`config.mk`:
```
export PLATFORM = sky130hd
export DESIGN_NAME = pipe_rxdet_lfps_ctrl
export DESIGN_NICKNAME = d
export VERILOG_FILES = /design/src/rtl/pipe_rxdet_lfps_ctrl.sv
export SDC_FILE = /design/constraint.sdc
export NUM_CORES = 1
export LEC_CHECK = 0
export ABC_AREA = 1
export BUFFER_PORTS_ARGS = -buffer_cell sky130_fd_sc_hd__buf_2
export CAP_MARGIN = 20
export CORE_AREA = 2 2 58 88
export CTS_CLUSTER_DIAMETER = 60
export DETAILED_ROUTE_END_ITERATION = 8
export DIE_AREA = 0 0 60 90
export PLACE_DENSITY = 0.55
export SLEW_MARGIN = 20
export SYNTH_ARGS = -nofsm -noshare
export SYNTH_HDL_FRONTEND = slang
export SYNTH_SLANG_ARGS = --single-unit
```
`constraint.sdc`:
```
create_clock -name clk_250mhz_i -period 4.75 [get_ports clk_250mhz_i]
set_input_delay 0.7125 -clock clk_250mhz_i [delete_from_list [all_inputs] [get_ports clk_250mhz_i]]
set_output_delay 0.7125 -clock clk_250mhz_i [all_outputs]
set_load 0.05 [all_outputs]
```
`src/rtl/pipe_rxdet_lfps_ctrl.sv`:
```
// MAC-side PIPE sequencer: far-end receiver detection and Polling.LFPS burst
// generation for the PHY low-speed control pins, all in the PHY clock domain.
module pipe_rxdet_lfps_ctrl #(
   parameter int unsigned PD_SETTLE      = 8,
   parameter int unsigned DETECT_TIMEOUT = 1024,
   parameter int unsigned BURST_CYCLES   = 250,
   parameter int unsigned REPEAT_CYCLES  = 2500
) (
   input  logic       clk_250mhz_i,
   input  logic       reset_i,
   input  logic       start_rxdet_i,
   input  logic       lfps_req_i,
   input  logic       phy_phy_status_2x_i,
   input  logic [2:0] phy_rx_status_2x_i,
   output logic [1:0] phy_power_down_o,
   output logic       phy_tx_detrx_lpbk_o,
   output logic       phy_tx_elecidle_o,
   output logic       busy_o,
   output logic       rxdet_done_o,
   output logic       rxdet_present_o,
   output logic       rxdet_timeout_o,
   output logic       lfps_active_o,
   output logic [7:0] lfps_bursts_o
);

   // state        | meaning
   // S_IDLE       | waiting for a detect or LFPS request
   // S_DET_SETTLE | settling in P2 before the detect request
   // S_DET_WAIT   | detect request high, waiting for PHY status or timeout
   // S_DET_DONE   | one-cycle result presentation
   // S_LFPS_ON    | electrical idle released, LFPS on the line (tBurst)
   // S_LFPS_OFF   | electrical idle asserted for the rest of tRepeat

   localparam int unsigned CNT_MAX = (REPEAT_CYCLES > DETECT_TIMEOUT) ? REPEAT_CYCLES
                                                                      : DETECT_TIMEOUT;
   localparam int unsigned CNT_W   = $clog2(CNT_MAX + 1);

   localparam logic [CNT_W-1:0] SETTLE_LAST  = CNT_W'(PD_SETTLE - 1);
   localparam logic [CNT_W-1:0] TIMEOUT_LAST = CNT_W'(DETECT_TIMEOUT - 1);
   localparam logic [CNT_W-1:0] BURST_LAST   = CNT_W'(BURST_CYCLES - 1);
   localparam logic [CNT_W-1:0] OFF_LAST     = CNT_W'(REPEAT_CYCLES - BURST_CYCLES - 1);

   typedef enum logic [2:0] {
      S_IDLE,
      S_DET_SETTLE,
      S_DET_WAIT,
      S_DET_DONE,
      S_LFPS_ON,
      S_LFPS_OFF
   } state_t;

   state_t           state_q;
   logic [CNT_W-1:0] cnt_q;
   logic [CNT_W-1:0] cnt_inc_d;
   logic [7:0]       bursts_q;
   logic [7:0]       bursts_inc_d;
   logic             present_d;
   logic [1:0]       pd_q;
   logic             detrx_q;
   logic             elecidle_q;
   logic             busy_q;
   logic             done_q;
   logic             present_q;
   logic             timeout_q;
   logic             active_q;

   assign cnt_inc_d    = cnt_q + 1'b1;
   assign bursts_inc_d = (bursts_q == 8'hFF) ? bursts_q : bursts_q + 8'd1;
   assign present_d    = (phy_rx_status_2x_i == 3'b011);

   always_ff @(posedge clk_250mhz_i) begin
      if (reset_i) begin
         state_q    <= S_IDLE;
         cnt_q      <= '0;
         bursts_q   <= '0;
         pd_q       <= 2'b10;
         detrx_q    <= 1'b0;
         elecidle_q <= 1'b1;
         busy_q     <= 1'b0;
         done_q     <= 1'b0;
         present_q  <= 1'b0;
         timeout_q  <= 1'b0;
         active_q   <= 1'b0;
      end else begin
         pd_q      <= 2'b10;
         done_q    <= 1'b0;
         timeout_q <= 1'b0;
         case (state_q)
            S_IDLE: begin
               cnt_q <= '0;
               // detect wins when both requests arrive together
               if (start_rxdet_i) begin
                  state_q <= S_DET_SETTLE;
                  busy_q  <= 1'b1;
               end else if (lfps_req_i) begin
                  state_q    <= S_LFPS_ON;
                  busy_q     <= 1'b1;
                  elecidle_q <= 1'b0;
                  active_q   <= 1'b1;
                  bursts_q   <= '0;
               end
            end
            S_DET_SETTLE: begin
               present_q <= 1'b0;
               if (cnt_q == SETTLE_LAST) begin
                  cnt_q   <= '0;
                  detrx_q <= 1'b1;
                  state_q <= S_DET_WAIT;
               end else begin
                  cnt_q <= cnt_inc_d;
               end
            end
            S_DET_WAIT: begin
               // a status strobe on the last timeout cycle still counts as an answer
               if (phy_phy_status_2x_i) begin
                  present_q <= present_d;
                  detrx_q   <= 1'b0;
                  done_q    <= 1'b1;
                  cnt_q     <= '0;
                  state_q   <= S_DET_DONE;
               end else if (cnt_q == TIMEOUT_LAST) begin
                  present_q <= 1'b0;
                  detrx_q   <= 1'b0;
                  done_q    <= 1'b1;
                  timeout_q <= 1'b1;
                  cnt_q     <= '0;
                  state_q   <= S_DET_DONE;
               end else begin
                  cnt_q <= cnt_inc_d;
               end
            end
            S_DET_DONE: begin
               busy_q  <= 1'b0;
               state_q <= S_IDLE;
            end
            S_LFPS_ON: begin
               if (cnt_q == BURST_LAST) begin
                  cnt_q      <= '0;
                  elecidle_q <= 1'b1;
                  active_q   <= 1'b0;
                  bursts_q   <= bursts_inc_d;
                  state_q    <= S_LFPS_OFF;
               end else begin
                  cnt_q <= cnt_inc_d;
               end
            end
            S_LFPS_OFF: begin
               // lfps_req is only looked at once a full tRepeat has elapsed
               if (cnt_q == OFF_LAST) begin
                  cnt_q <= '0;
                  if (lfps_req_i) begin
                     elecidle_q <= 1'b0;
                     active_q   <= 1'b1;
                     state_q    <= S_LFPS_ON;
                  end else begin
                     busy_q  <= 1'b0;
                     state_q <= S_IDLE;
                  end
               end else begin
                  cnt_q <= cnt_inc_d;
               end
            end
            default: begin
               state_q    <= S_IDLE;
               cnt_q      <= '0;
               detrx_q    <= 1'b0;
               elecidle_q <= 1'b1;
               active_q   <= 1'b0;
               busy_q     <= 1'b0;
            end
         endcase
      end
   end

   assign phy_power_down_o    = pd_q;
   assign phy_tx_detrx_lpbk_o = detrx_q;
   assign phy_tx_elecidle_o   = elecidle_q;
   assign busy_o              = busy_q;
   assign rxdet_done_o        = done_q;
   assign rxdet_present_o     = present_q;
   assign rxdet_timeout_o     = timeout_q;
   assign lfps_active_o       = active_q;
   assign lfps_bursts_o       = bursts_q;

endmodule

```
# Word level (Yosys, flattened, before mapping)
# Cells that the tools add are included.
# word_totals
register_bits	30
inputBits	8
output_inout_bits	17
# classes
n_addsub	2
n_eq_ne	20
mux	43
bitwise_logic	4
reduce_logical	14
# ops
cell	count
$mux W12	5
$pmux W12 S5	1
$mux W8	4
$mux W3	8
$mux W1	18
$pmux W8 S2	1
$pmux W3 S5	1
$ne A2 B2 Y1 const B	7
$add A12 B1 Y12 const B	1
$eq A12 B10 Y1 const B	1
$eq A12 B12 Y1 const B	1
$eq A12 B3 Y1 const B	1
$eq A12 B8 Y1 const B	1
$reduce_and A5 Y1	2
$eq A3 B2 Y1 const B	3
$reduce_or A3 Y1	3
$add A8 B1 Y8 const B	1
$eq A8 B8 Y1 const B	1
$pmux W1 S4	2
$reduce_and A4 Y1	2
$eq A3 B3 Y1 const B	2
$ne A3 B3 Y1 const B	2
$pmux W1 S3	2
$not A1 Y1	4
other kinds (8)	9

# Logic depth before layout (Yosys ltp)
# logic_depth
ltp_word	4
ltp_mapped	11
depth_no_buf	11

# Least setup slack after synthesis
# No wires, ideal clock.
# synth_path
kind	register -> register
from	register bursts_q[0] (netlist: lfps_bursts_o[0])
to	register bursts_q[6] (netlist: lfps_bursts_o[6])
setup_ns	0.132
arrival_time_ns	1.590
required_ns	4.618
slack_ns	3.028
path_stages_with_launch	9
path_buffers	0
period_less_slack_ns	1.722
cell_sequence	dfxtp_1 > ha_1 > nand2_1 > inv_1 > nand4_1 > nand3_4 > inv_4 > nand3_1 > a21oi_1
# synth_between
elab_chain_len	4
# synth_lines
item	line_no	source
start: declaration	55	logic [7:0] bursts_q;
start signal: assignment	141	bursts_q <= bursts_inc_d;
$add A8 B1 Y8	68	assign bursts_inc_d = (bursts_q == 8'hFF) ? bursts_q : bursts_q + 8'd1;
$mux W8	68	
$mux W8	137	if (cnt_q == BURST_LAST) begin
$pmux W8 S2	88	case (state_q)
# Several ways; a longest one is shown, not always the timed one. The select of a mux whose other input is x is not followed.
# A chain may end at the register's enable or synchronous reset.

# Worst setup path in the final report
# layout_path
from	register cnt_q[0]
to	register cnt_q[11]
# layout_between
elab_chain_len	4
# layout_lines
item	line_no	source
start: declaration	53	logic [CNT_W-1:0] cnt_q;
start signal: assignment	110	cnt_q <= cnt_inc_d;
start signal: assignment	129	cnt_q <= cnt_inc_d;
start signal: assignment	144	cnt_q <= cnt_inc_d;
$add A12 B1 Y12 / $eq A12 B10 Y1 (equally long branches)	67, 121	
$mux W12	121	end else if (cnt_q == TIMEOUT_LAST) begin
$mux W12	115	if (phy_phy_status_2x_i) begin
$pmux W12 S5 (*)	88	
# Mark *: on every way between the ends. The rest lies on a longest branch, timed or not.

==> results by group <==
Run status
  • Outcome: finished clean

Worst setup path
  • Endpoint of the lowest-slack register-to-register path: cnt_q[11]$_SDFFE_PP0N_
  • Cell Chain, Critical Path: ha_1, nand2_1, nor2_2, nand3_1, nand3_2, nand2_2, nor2_8, nand2_4, nand2_8, nor2_2
  • Largest delay share family, worst path: simple AND/OR/NAND/NOR gates
  • Cell with the largest stage delay on the worst path: dfxtp_1
  • Worst Path Required: between 4000 and 5000 ps
  • Setup slack of the worst register-to-register path: between 2000 and 3000 ps
  • Largest stage delay on the critical path: 450 ps
  • Worst reg2reg startpoint: cnt_q[0]$_SDFFE_PP0N_
  • Buffer and inverter count on the worst path: 0
  • Number of cells on the worst reg-to-reg path: 10
  • Highest net fanout along the worst path: 8
  • Type of the worst setup path: reg2reg
  • Dominant cell type by count on the critical path: nor2_2
  • Type of element capturing the critical path: register
  • Arrival time of the worst setup path: around 1900 ps
  • Category of the worst setup path launch point: register

CTS
  • H-Tree Depth: 2
  • Post-cts gate resize count: 0
  • Inserted Clock Buffers: 5
  • Number of buffers added for setup after CTS: 0
  • Hold bufs inserted after CTS: 0
  • Number of clock sinks: 30
  • Clock Tree Root: clkbuf_8
  • Insertion delay of the later-clocked pin in the worst-skew pair: 280 ps
  • Max clock buf depth: 2
  • Clock tree from TritonCTS: done
  • Clock slew seen by the registers of the worst setup and hold paths: 70 ps

Worst hold path
  • Worst Hold Class: reg2reg
  • Worst min-delay path endpoint: phy_tx_elecidle_o$_SDFFE_PP1P_
  • Worst Hold Path Cells: 2
  • Worst hold path startpoint: phy_tx_elecidle_o$_SDFFE_PP1P_

Synth
  • Async set-or-reset flop fraction in the synthesized netlist: 0%
  • Net count of the mapped netlist: 275
  • Top post-synthesis cells by area: dfxtp_1, nand2_1, nor2_1
  • Cells after Synth: approximately 260
  • Total standard cell area after synthesis: around 1800 sq um
  • Top-area cell type share of the netlist area: 33.13%
  • Cell type with the largest total area after synthesis: dfxtp_1
  • Yosys warnings: 0
  • Most used flip-flop cell after synthesis: dfxtp_1
  • Distinct cell type count of the synthesized netlist: 34
  • Total of flip-flops plus latches after synthesis: 30
  • Leading cell type by number of instances after synthesis: nand2_1
  • Count of flip-flops with a built-in enable after synthesis: 0
  • Post-Syn Area per Cell: 6.867 sq um
  • Synth cell count leaders: nand2_1, nor2_1, dfxtp_1, inv_1, a21oi_1
  • Sequential share of the synthesized area: 33.13%

Drt
  • Routed len/inst: 11.60 um
  • Detailed-route via count: 1635
  • Avg Vias per Cell: 4.593
  • Antenna-violating nets left: 0
  • Number of design rule violations left after detail routing: 0
  • Violation count after the first detailed-routing iteration: 50
  • First-pass DRT Iterations: 4
  • Post-detailed-routing wire length: 4.130 mm

Place
  • Post-place setup slack: 2905 ps
  • Quantity of I/O buffers inserted on ports: 22
  • Post-placement cell count: 348
  • Estimated wirelength of the detail-placed design: 3.271 mm
  • RD Place Congestion: 0.7764

GRT
  • Largest net degree at the start of global routing: 17
  • Global-route wire length before repair: 7.100 mm
  • Global Route Usage Sum: 17.13%
  • Gr ovfl total: 0
  • Number of global-route vias before repair: roughly 1600
  • Antenna violations before repair: 0

STA
  • Setup TNS: 0 ps
  • Post-route clock period utilization: 37.08%
  • Peak Freq: around 570 MHz
  • Max-slew violation count: 0
  • Minimum hold slack: 450.8 ps
  • Setup repair after global routing missed its margin: false
  • Minimum period implied by the final worst setup slack: 1761 ps
  • Final Setup Violations: 0
  • Crit path setup slack, layout: roughly 3000 ps
  • Worst setup skew after layout: 4.754 ps
  • Count of endpoints failing hold in the final timing report: 0

Die
  • Initial core utilization: approximately 39%
  • Die X-Extent: 60 um
  • Floorplan die height: 90 um
  • Floorplan row count: 31
  • Total die area: between 5000 and 6000 sq um
  • # IOs: 25
  • Core region area: roughly 4700 sq um

Finish
  • Diode count: 0
  • Final non-filler cell total: between 300 and 400
  • Layout cell share with drive strength beyond 1: 21.38%
  • Nets: 300
  • Number of flip-flops in the largest register: 12
  • Top reg by flops: cnt_q
  • Area grow syn2layout: 15.46%

Power
  • Power per cell area: 468.9 nW/um^2
  • Highest ir drop seen on vdd: between 200 and 250 uV
  • Tot Pwr: 981.5 uW
  • Leak pwr: 0.0008961 uW

Flow run
  • Count of maximum capacitance violations: 0
==> cell type report <==
type                       instances  area [sq um]
inverter                          34         130.1
sequential                        30         600.6
fill                             519          2600
clock buffer                       8         110.1
multi-input combinational        196          1060
timing repair buffer              22         110.1
tap                               66         82.58
==> tightest hold or removal path, cell delays in order (launching register included) <==
cell     delay [ps]
dfxtp_1         320
nand2_1          50
nand3_1          50
==> power by group <==
group	switching, uW	internal [uW]	leakage [uW]
clock network	96.0	146	0.0000575
registers	39.5	283	0.000243
logic	296	121	0.000595
total	431	550	0.000896
==> metrics by stage <==
step	utilization, %	area, sq um
finish	44.60	2093
detailed placement	42.26	1983
floorplan	-	1813
global route	44.60	2093
global placement	42.26	1983
CTS	44.60	2093
==> worst max path at each step <==
stage                                              from                             to  slack [ps]  depth (start not counted)
after floorplan           lfps_bursts_o[0]$_SDFFE_PP0P_  lfps_bursts_o[6]$_SDFFE_PP0P_        3030                          8
after global placement                    start_rxdet_i  lfps_bursts_o[6]$_SDFFE_PP0P_        2900                          8
after detailed placement                  start_rxdet_i  lfps_bursts_o[1]$_SDFFE_PP0P_        2900                          8
after CTS                         cnt_q[0]$_SDFFE_PP0N_          cnt_q[2]$_SDFFE_PP0N_        2990                         10
after global routing              cnt_q[0]$_SDFFE_PP0N_          cnt_q[3]$_SDFFE_PP0N_        2780                         10
final                             cnt_q[0]$_SDFFE_PP0N_         cnt_q[11]$_SDFFE_PP0N_        2990                         10
==> cells in the final DEF (no fill, tap or decap), types with 8 or more instances in the layout <==
cell type | synthesis | layout
clkbuf_8 | 0 | 8
nand3_1 | 17 | 17
buf_2 | 0 | 22
a21oi_1 | 20 | 20
nor2_1 | 33 | 33
inv_1 | 29 | 29
nor2_2 | 11 | 11
xor2_1 | 10 | 10
dfxtp_1 | 30 | 30
nand2_1 | 62 | 62
==> cells by family after synthesis <==
logic type	Yosys count	share of synthesized area, %
AO/OA/AOI/OAI	29	8.489
XOR/XNOR	12	5.797
adder cells (fa/ha/maj)	3	2.071
buffers and inverters	38	8.419
flip-flops	30	33.13
other	2	0.4142
AND/OR/NAND/NOR	150	41.68
==> routing by layer <==
metal / share of wire [%] / vias to the layer above / global-route usage [%]
li1: - / 875 / -
met1: 40 / 732 / 18.67
met2: 56 / 26 / 30.89
met3: 3.0 / 2 / 3.597
met4: 0.82 / 0 / 6.111
met5: 0 / - / 0
Note: power is estimated with default switching activity, not from simulation.
